===== src/rtl/mac_pkg.sv =====
// Shared definitions for the MAC accumulator: FSM state encoding,
// default datapath widths and small state-decode helpers.
package mac_pkg;

    // Default widths: a 16-bit product summed over up to 16 terms needs
    // 20 bits to stay exact (16 * 65025 = 1040400 < 2^20).
    localparam int DEF_PROD_W = 16;
    localparam int DEF_LEN_W  = 4;
    localparam int DEF_SUM_W  = DEF_PROD_W + DEF_LEN_W;

    // Job sequencing states.
    typedef enum logic [1:0] {
        IDLE  = 2'd0,
        ACCUM = 2'd1,
        DONE  = 2'd2
    } mac_state_e;

    // A job is in flight whenever the sequencer has left IDLE.
    function automatic logic state_is_busy(input mac_state_e s);
        return (s != IDLE);
    endfunction

    // Products are only taken while terms are still being collected.
    function automatic logic state_takes_prod(input mac_state_e s);
        return (s == ACCUM);
    endfunction

    // A finished result is presented only while waiting for the consumer.
    function automatic logic state_has_result(input mac_state_e s);
        return (s == DONE);
    endfunction

endpackage


===== src/rtl/mac_accumulator.sv =====
// Dot-product accumulator: sums a programmed number of unsigned products
// arriving on a valid/ready stream and presents the exact total on a
// valid/ready result port. Single module holding the job FSM, the
// remaining-term down-counter and the accumulator register.
module mac_accumulator
    import mac_pkg::*;
#(
    parameter int PROD_W = DEF_PROD_W,
    parameter int LEN_W  = DEF_LEN_W,
    parameter int SUM_W  = PROD_W + LEN_W
) (
    input  logic              clk,
    input  logic              reset,
    input  logic              start,
    input  logic [LEN_W-1:0]  len,
    input  logic              abort,
    input  logic              prod_valid,
    input  logic [PROD_W-1:0] prod,
    output logic              prod_ready,
    output logic              sum_valid,
    output logic [SUM_W-1:0]  sum,
    input  logic              sum_ready,
    output logic              busy
);

    // The counter needs one extra bit so that a length field of 0 can
    // stand for the full 2^LEN_W terms.
    localparam int CNT_W = LEN_W + 1;
    localparam int EXT_W = SUM_W - PROD_W;
    localparam logic [CNT_W-1:0] CNT_ONE = {{(CNT_W-1){1'b0}}, 1'b1};

    mac_state_e         state_r;
    mac_state_e         state_nxt_s;
    logic [SUM_W-1:0]   acc_r;
    logic [SUM_W-1:0]   acc_nxt_s;
    logic [SUM_W-1:0]   acc_add_s;
    logic [SUM_W-1:0]   sum_r;
    logic [SUM_W-1:0]   sum_nxt_s;
    logic [CNT_W-1:0]   rem_r;
    logic [CNT_W-1:0]   rem_nxt_s;
    logic [CNT_W-1:0]   len_terms_s;
    logic               accept_s;
    logic               last_term_s;
    logic               prod_ready_r;
    logic               sum_valid_r;
    logic               busy_r;

    // prod_ready_r is a registered copy of the ACCUM decode, so a handshake
    // depends only on flops plus the upstream valid.
    assign accept_s    = prod_valid & prod_ready_r;
    assign last_term_s = accept_s & (rem_r == CNT_ONE);
    assign acc_add_s   = acc_r + {{EXT_W{1'b0}}, prod};
    assign len_terms_s = (len == {LEN_W{1'b0}}) ? {1'b1, {LEN_W{1'b0}}}
                                                : {1'b0, len};

    // Next-state selection; abort overrides every other event.
    always_comb begin
        state_nxt_s = state_r;
        if (abort) begin
            state_nxt_s = IDLE;
        end else begin
            case (state_r)
                IDLE: begin
                    if (start) begin
                        state_nxt_s = ACCUM;
                    end else begin
                        state_nxt_s = IDLE;
                    end
                end
                ACCUM: begin
                    if (last_term_s) begin
                        state_nxt_s = DONE;
                    end else begin
                        state_nxt_s = ACCUM;
                    end
                end
                DONE: begin
                    if (sum_ready) begin
                        state_nxt_s = IDLE;
                    end else begin
                        state_nxt_s = DONE;
                    end
                end
                default: begin
                    state_nxt_s = IDLE;
                end
            endcase
        end
    end

    // Accumulator, remaining-term count and result capture.
    always_comb begin
        acc_nxt_s = acc_r;
        rem_nxt_s = rem_r;
        sum_nxt_s = sum_r;
        if (abort) begin
            acc_nxt_s = {SUM_W{1'b0}};
            rem_nxt_s = {CNT_W{1'b0}};
        end else begin
            case (state_r)
                IDLE: begin
                    if (start) begin
                        acc_nxt_s = {SUM_W{1'b0}};
                        rem_nxt_s = len_terms_s;
                    end else begin
                        acc_nxt_s = acc_r;
                        rem_nxt_s = rem_r;
                    end
                end
                ACCUM: begin
                    if (accept_s) begin
                        acc_nxt_s = acc_add_s;
                        rem_nxt_s = rem_r - CNT_ONE;
                    end else begin
                        acc_nxt_s = acc_r;
                        rem_nxt_s = rem_r;
                    end
                    // The result register loads on the final handshake so
                    // the total is visible together with sum_valid.
                    if (last_term_s) begin
                        sum_nxt_s = acc_add_s;
                    end else begin
                        sum_nxt_s = sum_r;
                    end
                end
                DONE: begin
                    acc_nxt_s = acc_r;
                    rem_nxt_s = rem_r;
                end
                default: begin
                    acc_nxt_s = {SUM_W{1'b0}};
                    rem_nxt_s = {CNT_W{1'b0}};
                end
            endcase
        end
    end

    // State register.
    always_ff @(posedge clk or posedge reset) begin
        if (reset) begin
            state_r <= IDLE;
        end else begin
            state_r <= state_nxt_s;
        end
    end

    // Datapath registers.
    always_ff @(posedge clk or posedge reset) begin
        if (reset) begin
            acc_r <= {SUM_W{1'b0}};
            rem_r <= {CNT_W{1'b0}};
            sum_r <= {SUM_W{1'b0}};
        end else begin
            acc_r <= acc_nxt_s;
            rem_r <= rem_nxt_s;
            sum_r <= sum_nxt_s;
        end
    end

    // Status outputs registered from the state being entered, so each one
    // always equals a decode of state_r.
    always_ff @(posedge clk or posedge reset) begin
        if (reset) begin
            prod_ready_r <= 1'b0;
            sum_valid_r  <= 1'b0;
            busy_r       <= 1'b0;
        end else begin
            prod_ready_r <= state_takes_prod(state_nxt_s);
            sum_valid_r  <= state_has_result(state_nxt_s);
            busy_r       <= state_is_busy(state_nxt_s);
        end
    end

    assign prod_ready = prod_ready_r;
    assign sum_valid  = sum_valid_r;
    assign sum        = sum_r;
    assign busy       = busy_r;

endmodule


===== config.mk =====
export PLATFORM = sky130hd
export DESIGN_NAME = mac_accumulator
export DESIGN_NICKNAME = d
export VERILOG_FILES = /design/src/rtl/mac_pkg.sv /design/src/rtl/mac_accumulator.sv
export SDC_FILE = /design/constraint.sdc
export NUM_CORES = 1
export LEC_CHECK = 0
export CAP_MARGIN = 10
export CORE_ASPECT_RATIO = 1.5
export CORE_UTILIZATION = 45
export DETAILED_ROUTE_END_ITERATION = 12
export PLACE_DENSITY = 0.72
export SLEW_MARGIN = 20
export SYNTH_ARGS = -nofsm -noshare
export SYNTH_HDL_FRONTEND = slang
export SYNTH_SLANG_ARGS = --single-unit
export TNS_END_PERCENT = 5

===== constraint.sdc =====
create_clock -name clk -period 2.2 [get_ports clk]
set_clock_uncertainty 0.15 [all_clocks]
set_input_delay 0.66 -clock clk [delete_from_list [all_inputs] [get_ports clk]]
set_output_delay 0.66 -clock clk [all_outputs]
set_load 0.02 [all_outputs]

==> run summary <==
First-pass GRT wire length - 12,400 µm
Die ar. - 6710 µm²
Gpl congestion - 0.837
GR Overflow Total - 0
Root Buffer - clkbuf_8
Io pins - 49
Initial antenna violation count - 0
Largest family of logic cells by synthesized area - compound AO/OA/AOI/OAI gates
Rows - 35
Via density - 5.51
CP Capture Type - register
TritonCTS Buffers - 5
Leak pwr - 1.92 nW
MaxCap Viol Count - 0
Min-Delay Path Depth - 2
WL/cell - 16.3 µm
Simple-gate share of the synthesized area - 11.5%
TritonCTS clock tree - yes
Die H - 99.8 µm
CP max FO - 4
Worst-case reg-to-reg path depth - 10
Initial Utilization - 46.8%
Mean Syn Cell Area - 10.4 µm²
Final hold violation count - 0
GRT Util Overall - 24.4%
Mux contribution to synthesized area - 6.19%
Setup TNS Final - -1.78 ns
Synth area leader - dfrtp_1
Via count - 2,492
Synth top area share - 43.6%
Startpoint Class - input pin
Synth Instances - 275
Critical path type - input pin to register
Die Span X - 67.2 µm
Worst stage delay on the critical path - 0.29 ns
Hold Slack - 0.339 ns
Max clock buf depth - 2
Worst-Margin Slew - 0.442 ns
Critical-path cell list - dlygate4sd2_1, ha_4, and3_4, o2111ai_1, a31o_2, nand3b_1, a21oi_2, xnor2_2, mux2_2
Yosys Warn Count - 0
Crit path DAT - 2.40 ns
Synthesized flop and latch total - 50
Final HPWL DP - 4980 µm
Nets@finish - 422
Routed Antenna Nets - 0
Area grow syn2layout - 48.9%
Sequential-to-total area share from yosys stat - 43.6%
Final period utilization - 107%
Critical Path RT - 2.25 ns
Max IR drop VDD - 0.000310 V
Worst slew margin - 70.4%
Unrepaired setup endpoints after global routing - yes
FMAX - 425 MHz
Power Density - 508 nW/µm²
Syn Nets - 320
Status - finished with violations
Final setup margin - -0.154 ns
EDFF count, synth - 0
Ant diodes - 0
Port-buffer cells - 48
Reg clk slew, reported paths - 0.10 ns
Total chip power - 2.17 mW
H-tree depth - 2
Failing checks - setup timing
Largest net degree at the start of global routing - 51
Pre-antenna DRT Iters - 6
Largest cells by area after synthesis - dfrtp_1 (44%), ha_1 (7.8%), mux2_2 (5.5%)
Top post-synthesis cells by count - dfrtp_1 (50), nand2_1 (27), a21oi_1 (18), ha_1 (18), a22o_1 (15)
Hold Path Class - register to register
Non-Filler Cell Area, Final - 4280 µm²
Async S/R FF share, synth - 100%
Clock Latency Late Sink - 0.32 ns
Synthesized area - 2870 µm²
Most frequent cell after synthesis - dfrtp_1
Vias in the first global route - 2,623
Cell count after placement - 435
Fin. max-slew vios - 0
Final Setup Violations - 22
Compound-Gate Fraction of Synth Area - 21.7%
Initial drt markers - 137
Core ar. - 6130 µm²
Share of layout cells above drive strength 1 - 36.2%
Crit path time final - 2.35 ns
Xor/xnor cell area share of the yosys netlist - 5.49%
Crit path max-delay cell type - ha_4
Sink Count - 50
# DRC - 0
Fin cells - 452
Dpl cell area - 3820 µm²
Ys flop type - dfrtp_1
WL final - 7370 µm
Synthesized-area fraction occupied by adder cells - 8.54%
Cell variety after synth - 54
-- where the power goes --
part           switching [mW]  internal [mW]
combinational           0.236          0.260
clock                   0.329          0.339
sequential             0.0420          0.966
total                   0.607           1.57
-- per-stage QoR --
step / util, % / worst slack (ns)
after floorplan: - / -0.321
after global placement: 62.3 / -0.977
after detailed placement: 62.3 / -1.07
after CTS: 68.8 / -0.157
after global routing: 69.7 / -0.232
final: 69.7 / -0.154
-- cell families after synthesis --
group / Yosys count
AOI/OAI and AO/OA: 87
and+or+nand+nor: 64
xor gates and xnor gates: 18
buffers and inverters: 21
adders and majority gates: 19
DFF: 50
muxes: 16
-- final cells by class --
cell class / instances / area, µm²
multi-input combinational: 204 / 1830
inverter: 10 / 37.5
clock buffer: 5 / 68.8
timing repair buffer: 106 / 951
fill: 462 / 1860
tap: 74 / 92.6
sequential: 50 / 1250
clock inverter: 3 / 45.0
-- registers in the layout, indices dropped and copies added (netlist names) --
signal	count
prod_ready	1
acc_r	20
busy	1
rem_r	5
sum	20
sum_valid	1
state_r	2
-- what timing repair did --
item / 4_1_cts / 5_1_grt
pin swaps: 39 / 13
setup buffers: 7 / 2
hold buffers: 0 / 0
hold endpoints to repair: 0 / 0
gates resized for setup: 62 / 14
endpoints found under the setup margin: 35 / 34
-- layout by cell type, fill, tap and decap left out, drive strengths merged, types with 3 or more instances in the layout --
master	synthesis	layout
o21bai	3	3
inv	10	10
a41oi	3	3
nor2	9	9
clkbuf	6	5
clkdlybuf4s50	0	31
dlygate4sd2	0	9
xnor2	12	12
o211ai	5	5
a22o	16	16
dfrtp	50	50
a31oi	3	3
xor2	6	6
a21o	4	4
or3	3	3
nand2	28	28
nand3	7	7
clkdlybuf4s15	0	3
o21ai	19	19
dlymetal6s2s	0	3
a21oi	19	19
mux2	14	14
nor3	4	4
ha	18	18
buf	5	60
-- routing by layer --
metal	part of all wire (%)	global-route usage, %	wire length (µm)	vias to the layer above
li1	-	-	-	1215
met1	41	28.9	3050	1224
met2	54	42.8	3960	37
met3	2.2	2.95	162	16
met4	2.7	11.1	200	0
met5	0	0	0	-
-- final timing paths --
path | from | to | slack (ns)
min in group asynchronous | reset | acc_r[8] | 0.55
max | prod[6] | sum[12] | -0.15
max reg2reg | acc_r[0] | sum[12] | -0.14
max in group asynchronous | reset | sum[14] | 1.12
min | sum[1] | sum[1] | 0.34
min reg2reg | sum[1] | sum[1] | 0.34
-- worst max-delay path: cells and delay by family --
kind | cells | cell delay, ns
multiplexers | 1 | 0.26
adder cells (fa/ha/maj) | 1 | 0.29
XOR/XNOR | 1 | 0.13
buffers and inverters | 1 | 0.26
AND/OR/NAND/NOR | 2 | 0.34
AO/OA/AOI/OAI | 3 | 0.47
(Power assumes the default switching activity.)
==> RTL change (same settings) <==
`DEF_LEN_W`: 4 -> 8.
--- a/src/rtl/mac_pkg.sv
+++ b/src/rtl/mac_pkg.sv
@@ -5,7 +5,7 @@
     // Default widths: a 16-bit product summed over up to 16 terms needs
     // 20 bits to stay exact (16 * 65025 = 1040400 < 2^20).
     localparam int DEF_PROD_W = 16;
-    localparam int DEF_LEN_W  = 4;
+    localparam int DEF_LEN_W  = 8;
     localparam int DEF_SUM_W  = DEF_PROD_W + DEF_LEN_W;
 
     // Job sequencing states.
Interface: changed (resized len and sum); port bits go from 49 to 57. No check against the original RTL was run, so the function may have changed too.
==> RTL change against the unedited design <==
  * The flow still finishes with violations (negative setup slack)
  * Sequential cell count is 12 higher
  * Die area is 24% higher
  * Synthesized area is 24% higher
  * Via count is 32% higher
  * Power is 45% higher
  * Global-route usage is 2.0 points higher
  * Design area is 27% higher
  * Setup slack worse by 75 ps
  * Wire length is 35% higher
  * Critical path type unchanged
  * Highest routed layer unchanged
==> RTL change: results (changes against the unedited design) <==
\begin{tabular}{lr}
\hline
Metric & Value \\
\hline
\multicolumn{2}{l}{\textbf{Worst setup path}} \\
\quad FF-to-FF setup slack & -220 ps (was -140 ps) \\
\quad Worst Setup SP & prod[7] (was prod[6]) \\
\quad Data arrival time of the worst path & 2550 ps (was 2400 ps) \\
\quad Slowest CP cell & dlygate4sd2\_1 (was ha\_4) \\
\quad Number of cells on the worst reg-to-reg path & 12 (was 10) \\
\multicolumn{2}{l}{\textbf{Global routing}} \\
\quad Maximum number of pins on one net before global-route repair & 63 (was 51) \\
\quad Vias in the first global route & 3,498 (was 2,623) \\
\multicolumn{2}{l}{\textbf{Cells and area}} \\
\quad Number of nets in the final layout & 521 (was 422) \\
\quad Final-layout clock-cell area share & 0.0529 (was 0.0266) \\
\quad Post-route insts no fill & 579 (was 452) \\
\quad Area taken by flip-flops and latches & 1550 µm² (was 1250 µm²) \\
\quad Non-CTS inverters & 7 (was 10) \\
\quad Area added between synthesis and finish & 52.4\% (was 48.9\%) \\
\quad Share of cells above drive strength 1 & 0.344 (was 0.362) \\
\multicolumn{2}{l}{\textbf{Pwr}} \\
\quad Power Combinational & 0.544 mW (was 0.496 mW) \\
\quad Power Density & 579 nW/µm² (was 508 nW/µm²) \\
\quad Internal power contribution & 2.31 mW (was 1.57 mW) \\
\multicolumn{2}{l}{\textbf{Placement}} \\
\quad Cell area after placement & 4700 µm² (was 3820 µm²) \\
\quad Number of I/O port buffers & 56 (was 48) \\
\multicolumn{2}{l}{\textbf{Run status}} \\
\quad Outcome & finished with violations (unchanged) \\
\quad Violated checks & negative setup slack (unchanged) \\
\multicolumn{2}{l}{\textbf{Synthesis}} \\
\quad Most instantiated cells after synthesis & 62 x dfrtp\_1, 40 x nand2\_1 (was 50 x dfrtp\_1, 27 x nand2\_1, 18 x a21oi\_1, 18 x ha\_1, 15 x a22o\_1) \\
\quad Synth Cell Area & 3570 µm² (was 2870 µm²) \\
\quad Count of mapped cells out of synthesis & 352 (was 275) \\
\multicolumn{2}{l}{\textbf{STA}} \\
\quad Worst Slack Setup Final & -230 ps (was -154 ps) \\
\quad TNS Setup & -3690 ps (was -1780 ps) \\
\quad Final setup violation count & 29 (was 22) \\
\multicolumn{2}{l}{\textbf{Clock network}} \\
\quad Insertion delay of the later-clocked pin in the worst-skew pair & 340 ps (was 320 ps) \\
\hline
\end{tabular}
==> RTL change: changes by cell type in the layout (fill, tap and decap cells not counted), sizes merged, moves of 4 or more <==
cell / unedited run / this run
nor2: 9 / 20
dfrtp: 50 / 62
buf: 60 / 71
clkbuf: 5 / 15
clkdlybuf4s50: 31 / 40
xnor2: 12 / 18
nor4: 2 / 6
o21ai: 19 / 33
nand3: 7 / 11
a221o: 2 / 6
nand2: 28 / 41
==> RTL change: worst min-delay path by stage <==
stage,from,to,slack [ps]
after global placement,sum[21],sum[21],320
after detailed placement,sum[17],sum[17],330
after global routing,sum[3],sum[3],360
after floorplan,acc_r[10],acc_r[10],330
after CTS,sum[23],sum[23],340
final,sum[21],sum[21],330
==> RTL change: cell families (layout without fill, tap and decap cells) <==
family | count (synthesis) | after routing | synth area share
xor gates and xnor gates | 23 | 23 | 0.0565
buffers and inverters | 23 | 148 | 0.0295
AOI/OAI and AO/OA | 107 | 107 | 0.219
DFF | 62 | 62 | 0.435
adders and majority gates | 19 | 19 | 0.0687
and+or+nand+nor | 103 | 103 | 0.145
muxes | 15 | 15 | 0.0474
==> RTL change: worst reg2reg max path, cell delays in order, from the launching register on <==
cell and delay (ps):
dfrtp_1 400, ha_4 170, inv_2 60, fa_2 230, nor2b_4 60, o31ai_4 240
a31oi_4 140, buf_6 160, o211ai_4 260, a21oi_2 90, buf_4 150, xnor2_2 120
o21ai_1 120
==> RTL change: metal layers <==
| layer | GRT usage | routed length (µm) | vias up |
|---|---|---|---|
| li1 | - | - | 1548 |
| met1 | 0.286 | 3750 | 1617 |
| met2 | 0.455 | 5360 | 91 |
| met3 | 0.0555 | 368 | 36 |
| met4 | 0.155 | 437 | 0 |
| met5 | 0 | 0 | - |
